===== src/rtl/vga_pkg.sv =====
// Shared VGA timing types and default 640x480@60 timing constants.
package vga_pkg;

    // Phase of one display axis, in scan order.
    typedef enum logic [1:0] {
        PH_ACTIVE = 2'd0,
        PH_FRONT  = 2'd1,
        PH_SYNC   = 2'd2,
        PH_BACK   = 2'd3
    } phase_e;

    // Output count width; both default totals (800, 525) fit.
    localparam int unsigned CNT_W = 10;
    // Pixel divider width; covers PIX_DIV up to 16.
    localparam int unsigned DIV_W = 4;

    localparam int unsigned VGA_H_ACTIVE = 640;
    localparam int unsigned VGA_H_FP     = 16;
    localparam int unsigned VGA_H_SYNC   = 96;
    localparam int unsigned VGA_H_BP     = 48;

    localparam int unsigned VGA_V_ACTIVE = 480;
    localparam int unsigned VGA_V_FP     = 10;
    localparam int unsigned VGA_V_SYNC   = 2;
    localparam int unsigned VGA_V_BP     = 33;

    // Phase that follows p once p's last count has been reached.
    function automatic phase_e next_phase(input phase_e p);
        case (p)
            PH_ACTIVE: next_phase = PH_FRONT;
            PH_FRONT:  next_phase = PH_SYNC;
            PH_SYNC:   next_phase = PH_BACK;
            default:   next_phase = PH_ACTIVE;
        endcase
    endfunction

endpackage


===== src/rtl/vga_axis_counter.sv =====
// One display axis: position counter with wrap and a phase FSM kept in lockstep.
module vga_axis_counter
    import vga_pkg::*;
#(
    parameter int unsigned ACTIVE = VGA_H_ACTIVE,
    parameter int unsigned FP     = VGA_H_FP,
    parameter int unsigned SYNC   = VGA_H_SYNC,
    parameter int unsigned BP     = VGA_H_BP,
    parameter int unsigned W      = CNT_W
) (
    input  logic         clk,
    input  logic         reset,
    input  logic         adv,
    output logic [W-1:0] count,
    output phase_e       phase
);

    localparam int unsigned TOTAL = ACTIVE + FP + SYNC + BP;

    // Last count of each phase; the phase changes on the advance that leaves it.
    localparam logic [W-1:0] LAST_ACTIVE = W'(ACTIVE - 1);
    localparam logic [W-1:0] LAST_FRONT  = W'(ACTIVE + FP - 1);
    localparam logic [W-1:0] LAST_SYNC   = W'(ACTIVE + FP + SYNC - 1);
    localparam logic [W-1:0] LAST_TOTAL  = W'(TOTAL - 1);

    logic [W-1:0] count_q, count_d;
    phase_e       phase_q, phase_d;
    logic         at_phase_end;

    // Next count and phase; both move on the same advance so they never disagree.
    always_comb begin
        count_d      = count_q;
        phase_d      = phase_q;
        at_phase_end = 1'b0;
        case (phase_q)
            PH_ACTIVE: at_phase_end = (count_q == LAST_ACTIVE);
            PH_FRONT:  at_phase_end = (count_q == LAST_FRONT);
            PH_SYNC:   at_phase_end = (count_q == LAST_SYNC);
            default:   at_phase_end = (count_q == LAST_TOTAL);
        endcase
        if (adv) begin
            count_d = (count_q == LAST_TOTAL) ? '0 : count_q + W'(1);
            if (at_phase_end) begin
                phase_d = next_phase(phase_q);
            end
        end
    end

    // Axis state registers.
    always_ff @(posedge clk) begin
        if (reset) begin
            count_q <= '0;
            phase_q <= PH_ACTIVE;
        end else begin
            count_q <= count_d;
            phase_q <= phase_d;
        end
    end

    assign count = count_q;
    assign phase = phase_q;

endmodule


===== src/rtl/vga_timing_ctrl.sv =====
// VGA timing generator: pixel strobe divider plus horizontal and vertical axis counters.
module vga_timing_ctrl
    import vga_pkg::*;
#(
    parameter int unsigned PIX_DIV  = 2,
    parameter int unsigned H_ACTIVE = VGA_H_ACTIVE,
    parameter int unsigned H_FP     = VGA_H_FP,
    parameter int unsigned H_SYNC   = VGA_H_SYNC,
    parameter int unsigned H_BP     = VGA_H_BP,
    parameter int unsigned V_ACTIVE = VGA_V_ACTIVE,
    parameter int unsigned V_FP     = VGA_V_FP,
    parameter int unsigned V_SYNC   = VGA_V_SYNC,
    parameter int unsigned V_BP     = VGA_V_BP,
    parameter bit          SYNC_POL = 1'b0
) (
    input  logic             clk,
    input  logic             reset,
    input  logic             en,
    output logic             pix_ce,
    output logic [CNT_W-1:0] x,
    output logic [CNT_W-1:0] y,
    output logic             hsync,
    output logic             vsync,
    output logic             video_on,
    output logic             line_end,
    output logic             frame_start
);

    localparam int unsigned    H_TOTAL  = H_ACTIVE + H_FP + H_SYNC + H_BP;
    localparam logic [CNT_W-1:0] H_LAST = CNT_W'(H_TOTAL - 1);
    localparam logic [DIV_W-1:0] DIV_LAST = DIV_W'(PIX_DIV - 1);

    logic             running_q, running_d;
    logic [DIV_W-1:0] div_q, div_d;
    logic             pix_ce_c;
    logic             line_end_c;
    logic [CNT_W-1:0] h_count, v_count;
    phase_e           h_phase, v_phase;

    // Run flag and pixel divider; the divider freezes wherever it is while stopped.
    always_comb begin
        running_d = en;
        div_d     = div_q;
        if (running_q) begin
            div_d = (div_q == DIV_LAST) ? '0 : div_q + DIV_W'(1);
        end
    end

    // Run and divider registers.
    always_ff @(posedge clk) begin
        if (reset) begin
            running_q <= 1'b0;
            div_q     <= '0;
        end else begin
            running_q <= running_d;
            div_q     <= div_d;
        end
    end

    assign pix_ce_c   = running_q && (div_q == '0);
    assign line_end_c = pix_ce_c && (h_count == H_LAST);

    vga_axis_counter #(
        .ACTIVE (H_ACTIVE),
        .FP     (H_FP),
        .SYNC   (H_SYNC),
        .BP     (H_BP),
        .W      (CNT_W)
    ) u_h_axis (
        .clk    (clk),
        .reset  (reset),
        .adv    (pix_ce_c),
        .count  (h_count),
        .phase  (h_phase)
    );

    // Vertical axis steps once per completed line.
    vga_axis_counter #(
        .ACTIVE (V_ACTIVE),
        .FP     (V_FP),
        .SYNC   (V_SYNC),
        .BP     (V_BP),
        .W      (CNT_W)
    ) u_v_axis (
        .clk    (clk),
        .reset  (reset),
        .adv    (line_end_c),
        .count  (v_count),
        .phase  (v_phase)
    );

    // Output decode from registered state; everything but x/y is gated by running.
    always_comb begin
        pix_ce      = pix_ce_c;
        x           = h_count;
        y           = v_count;
        hsync       = (running_q && (h_phase == PH_SYNC)) ? SYNC_POL : ~SYNC_POL;
        vsync       = (running_q && (v_phase == PH_SYNC)) ? SYNC_POL : ~SYNC_POL;
        video_on    = running_q && (h_phase == PH_ACTIVE) && (v_phase == PH_ACTIVE);
        line_end    = line_end_c;
        frame_start = pix_ce_c && (h_count == '0) && (v_count == '0);
    end

endmodule


===== config.mk =====
export PLATFORM = sky130hd
export DESIGN_NAME = vga_timing_ctrl
export DESIGN_NICKNAME = d
export VERILOG_FILES = /design/src/rtl/vga_pkg.sv /design/src/rtl/vga_axis_counter.sv /design/src/rtl/vga_timing_ctrl.sv
export SDC_FILE = /design/constraint.sdc
export NUM_CORES = 1
export LEC_CHECK = 0
export CORE_MARGIN = 8
export CORE_UTILIZATION = 45
export DETAILED_ROUTE_END_ITERATION = 10
export PLACE_DENSITY = 0.69
export SLEW_MARGIN = 0
export SYNTH_ARGS = -nofsm -noshare
export SYNTH_HDL_FRONTEND = slang
export SYNTH_SLANG_ARGS = --single-unit

===== constraint.sdc =====
create_clock -name clk -period 4.3 [get_ports clk]
set_input_delay 0.645 -clock clk [delete_from_list [all_inputs] [get_ports clk]]
set_output_delay 0.645 -clock clk [all_outputs]
set_load 0.1 [all_outputs]

# Word level (Yosys, flattened, before mapping)
# Index checks and enable logic that the tools add are counted.
word_totals:
  reg_bits: 29
  inputBits: 3
op_classes:
  addsub: 3
  n_eq_ne: 13
  muxes: 9
  n_reduce_logical: 15
op_table:
  columns: ["op", "count"]
  rows:
  - ["$eq A10 B10 Y1 const B", 5]
  - ["$eq A10 B9 Y1 const B", 3]
  - ["$add A10 B1 Y10 const B", 2]
  - ["$logic_not A10 Y1", 2]
  - ["$mux W10", 2]
  - ["$pmux W2 S3", 2]
  - ["$logic_and A1 B1 Y1", 8]
  - ["$pmux W1 S3", 2]
  - ["$add A4 B1 Y4 const B", 1]
  - ["$eq A2 B1 Y1 const B", 2]
  - ["$eq A2 B2 Y1 const B", 2]
  - ["$eq A4 B1 Y1 const B", 1]
  - ["$logic_not A2 Y1", 2]
  - ["$logic_not A4 Y1", 1]
  - ["$mux W4", 1]
  - ["$reduce_and A2 Y1", 2]
  - ["$mux W1", 2]

# Depth between registers and ports, before layout
logic_depth:
  depth_word: 4
  ltp_mapped: 7
  ltp_nobuf: 6

# Cells and area by module
# Synthesis repeated with hierarchy kept, for this count alone.
hier_totals:
  cells_unflattened: 191
  hier_area_um2: 1637.8
by_module_without_submodules:
  columns: ["mod", "n_inst", "cells_each", "area_per_inst_um2", "seq_area_each_um2"]
  rows:
  - ["vga_axis_counter at u_v_axis", 1, 79, 696.9, 240.2]
  - ["vga_axis_counter at u_h_axis", 1, 75, 636.9, 240.2]
  - ["vga_timing_ctrl", 1, 37, 304.0, 100.1]

# Least setup slack after synthesis
# No wires, ideal clock.
synth_path:
  path_kind: "register -> output"
  from: "register u_v_axis.count_q[0], in the netlist u_v_axis.count[0]"
  to: "output frame_start"
  t_arrival_ps: 3750
  required_ps: 3655
  slack_ps: -95
  path_stages_with_launch: 6
  n_path_buf: 0
  path_cell_list: "dfxtp_1 -> inv_1 -> ha_1 -> nor4b_1 -> nand4_1 -> nor3_1"
synth_between:
  elab_chain_cells: 2
synth_rtl:
  columns: ["element", "line", "rtl"]
  rows:
  - ["start: declaration", "vga_axis_counter.sv:26", "logic [W-1:0] count_q, count_d;"]
  - ["start signal: assignment", "vga_axis_counter.sv:55", "count_q <= count_d;"]
  - ["$logic_not A10 Y1", "vga_timing_ctrl.sv:101", "frame_start = pix_ce_c && (h_count == '0) && (v_count == '0);"]
  - ["$logic_and A1 B1 Y1", "vga_timing_ctrl.sv:101", null]
  - ["end: declaration", "vga_timing_ctrl.sv:26", "output logic frame_start"]
# No other way between the ends.

# Worst setup path in the final report
layout_path:
  from: "register div_q[0]"
  to: "output pix_ce"
layout_between:
  elab_chain_cells: 2
layout_rtl:
  columns: ["element", "line", "rtl"]
  rows:
  - ["start: declaration", "vga_timing_ctrl.sv:34", "logic [DIV_W-1:0] div_q, div_d;"]
  - ["start signal: assignment", "vga_timing_ctrl.sv:56", "div_q <= div_d;"]
  - ["$logic_not A4 Y1", "vga_timing_ctrl.sv:60", "assign pix_ce_c = running_q && (div_q == '0);"]
  - ["$logic_and A1 B1 Y1", "vga_timing_ctrl.sv:60", null]
  - ["end: declaration", "vga_timing_ctrl.sv:19", "output logic pix_ce,"]
# No other way between the ends.

==> summary.txt <==
Run status
  – Outcome: finished clean

Placed design
  – Placed cell areas: ~2200 sq um
  – Dpl cells: just under 300
  – PortBufs: 28
  – HPWL after DPL: ~3300 um
  – Placer congestion estimate: about 0.77

Global route
  – Gr busiest metal: met2
  – GR Util All Layers: 0.1499
  – Met1 global-route usage: 0.1982
  – Initial antenna violation count: 0
  – Global-route wire length before repair: ~7900 um
  – GRT met2 Usage: 0.2212
  – GRT overflow: 0
  – Grt met3 use: 0.04525
  – Vias in the first global route: between 1.5k and 2k
  – Largest net degree at the start of global routing: 21

Synth
  – Post-Syn Nets: 240
  – Unique masters post-synth: about 50
  – Dominant cell type by area after synthesis: dfxtp_1
  – Prevailing post-synth register cell: dfxtp_1
  – Synth Register Bits: 29
  – Gate Count Post-Synth: 224
  – Yosys warnings: 0
  – Syn Area/Cell: 8.585 sq um
  – Seq/Total Area, Yosys: 0.3019
  – Async S/R FF share, synth: 0
  – Synth top area share: 0.3019
  – Synth top area cells: dfxtp_1 30%, ha_1 8.5%, nand3_1 4.2%
  – Mapped Area: between 1500 and 2000 sq um
  – Post-synth EDFFs: 0

Clock network
  – Clock root cell: clkbuf_8
  – CTS clk-pin slew, worst paths: 70 ps
  – Cts bufs inserted: 5
  – TritonCTS clock tree: done
  – Setup Fix Bufs, Post-CTS: 0
  – CTS Buffer Depth: 2
  – Clock latency at the later pin of the worst-skew pair: slightly below 300 ps
  – # H-tree levels: 2
  – Resized Gates After CTS: 0
  – Clk sinks: 29
  – CTS Hold Bufs: 0

Worst setup path
  – Worst flop-to-flop path startpoint: u_v_axis.count[0]
  – Crit. End Element: output port
  – R2r endpoint: u_v_axis.count[5]
  – Setup CP Type: register to output port
  – Max FO, Critical Path: 10
  – Worst Reg-to-Reg Cells: 6
  – Crit path DAT: 2460 ps
  – FF-to-FF setup slack: approximately 1900 ps
  – Worst Path Required: between 3000 and 4000 ps
  – Startpoint types: register

Floorplan
  – Die extent in y: ~81 um
  – # IOs: 29
  – Die width: 81.37 um
  – Cell Rows: 23
  – Die area: ~6600 sq um
  – Core ar.: approximately 4100 sq um
  – Initial Util: 0.4739

Min path
  – Hold path depth: 2
  – Hold Path End: u_h_axis.phase[1]
  – Hold path startpoint: u_h_axis.phase[1]
  – Worst hold-check path type: register to register

Routing
  – DR vias: around 1.7k
  – 1st-iter DRT viols: around 150
  – Post-Route WL: ~4600 um
  – WL/cell: approximately 15 um
  – Vias/cell: 5.712
  – Drt first pass iters: 4
  – Final ANT Viol Nets: 0
  – DRC viols: 0

Power
  – Max VDD drop: 0.0001502 V
  – Leakage: between 0.8 and 0.9 nW
  – Total power: 595.8 uW
  – Power Density: roughly 260 nW/um^2

STA
  – Crit share post-route: 0.7220
  – Fin. Hold Viols: 0
  – Slew HR: 0.3396
  – Post-route minimum period: 3105 ps
  – Fmax: between 0.3 and 0.4 GHz
  – Final setup viols: 0
  – Max-slew violations: 0
  – Unrepaired setup endpoints after global routing: false
  – Worst Tran Pin Value: 987.5 ps
  – Final setup skew: about 8 ps
  – TNS Setup: 0 ps

Run
  – Max-capacitance violation count: 0

Cells and area
  – Nets: between 200 and 300
  – Synth-to-Final Area Change: 20.30%
  – Share of cells above drive strength 1: 0.08333
  – Post-Layout Cell Count: 302
  – Layout fillers: ~390
  – Antenna diodes: 0
  – Design area: between 2000 and 2500 sq um
  – Commonest non-fill, non-tap cells in the layout: 29 x dfxtp_1, 26 x clkdlybuf4s50_1, 17 x nor2_1
  – Commonest non-fill, non-tap cell in the layout: dfxtp_1
[synth_stat cells, drive strengths merged, types with 2 or more instances]
cell / number
a21oi: 10
a311oi: 3
a31oi: 3
and2: 2
and3: 9
and3b: 3
and4: 5
buf: 8
clkbuf: 3
dfxtp: 29
ha: 13
inv: 12
mux2i: 3
nand2: 16
nand2b: 9
nand3: 16
nand4: 8
nor2: 17
nor2b: 2
nor3: 3
nor3b: 3
nor4: 2
nor4b: 3
nor4bb: 4
o2111ai: 3
o21ai: 4
o32ai: 4
or3: 5
xnor2: 3
xor2: 8
[flip-flops by register name, summed over array words and instances (netlist names)]
signal	flops
u_h_axis.phase	2
u_v_axis.count	10
running_q	1
u_h_axis.count	10
u_v_axis.phase	2
div_q	4
[worst max path at each step]
stage | cells past startpoint | slack (ps) | startpoint | endpoint
floorplan | 4 | 710 | u_h_axis.count[1] | line_end
global placement | 5 | 1500 | div_q[0] | pix_ce
detailed placement | 5 | 1490 | div_q[0] | pix_ce
CTS | 5 | 1180 | div_q[0] | pix_ce
global route | 5 | 1080 | div_q[0] | pix_ce
finish | 5 | 1200 | div_q[0] | pix_ce
[cells by family after synthesis]
family,count (synthesis),synth area share
multiplexers,3,0.01562
XOR/XNOR,11,0.05010
adder cells (fa/ha/maj),13,0.08458
buffers and inverters,23,0.05335
AO/OA/AOI/OAI,35,0.1308
flip-flops,29,0.3019
AND/OR/NAND/NOR,110,0.3637
[layer usage]
metal	routed length [um]	share of wire	vias to the layer above
met5	0	0	-
met4	78	0.017	0
met3	237	0.051	9
met2	2082	0.45	33
met1	2247	0.48	805
li1	-	-	878
[critical path, stage by stage, from the launching register on]
cell and delay [ps]:
dfxtp_1 390, nor4_4 290, buf_4 210, nand2_2 100, inv_1 70, clkdlybuf4s50_1 1120
[area by class of cell]
cell class	count	area, sq um	share of cell area
Multi-Input combinational cell	172	1245	0.5381
Sequential cell	29	580.6	0.2509
Timing Repair Buffer	31	297.8	0.1287
Clock buffer	6	72.57	0.03137
Tap cell	50	62.56	0.02704
Inverter	12	45.04	0.01947
Clock inverter	2	10.01	0.004327
[stage by stage]
step | setup WS [ps] | utilization | hold WS (ps)
floorplan | 707.3 | - | 481.5
global placement | 1503 | 0.5498 | 505.7
detailed placement | 1491 | 0.5498 | 516.1
CTS | 1177 | 0.5702 | 525.8
global route | 1085 | 0.5702 | 553.9
finish | 1195 | 0.5702 | 517.5
[power by group]
group / internal [mW] / switching (mW)
registers: 0.274 / 0.00871
clock network: 0.112 / 0.108
logic: 0.0283 / 0.0653
(Power assumes the default switching activity.)
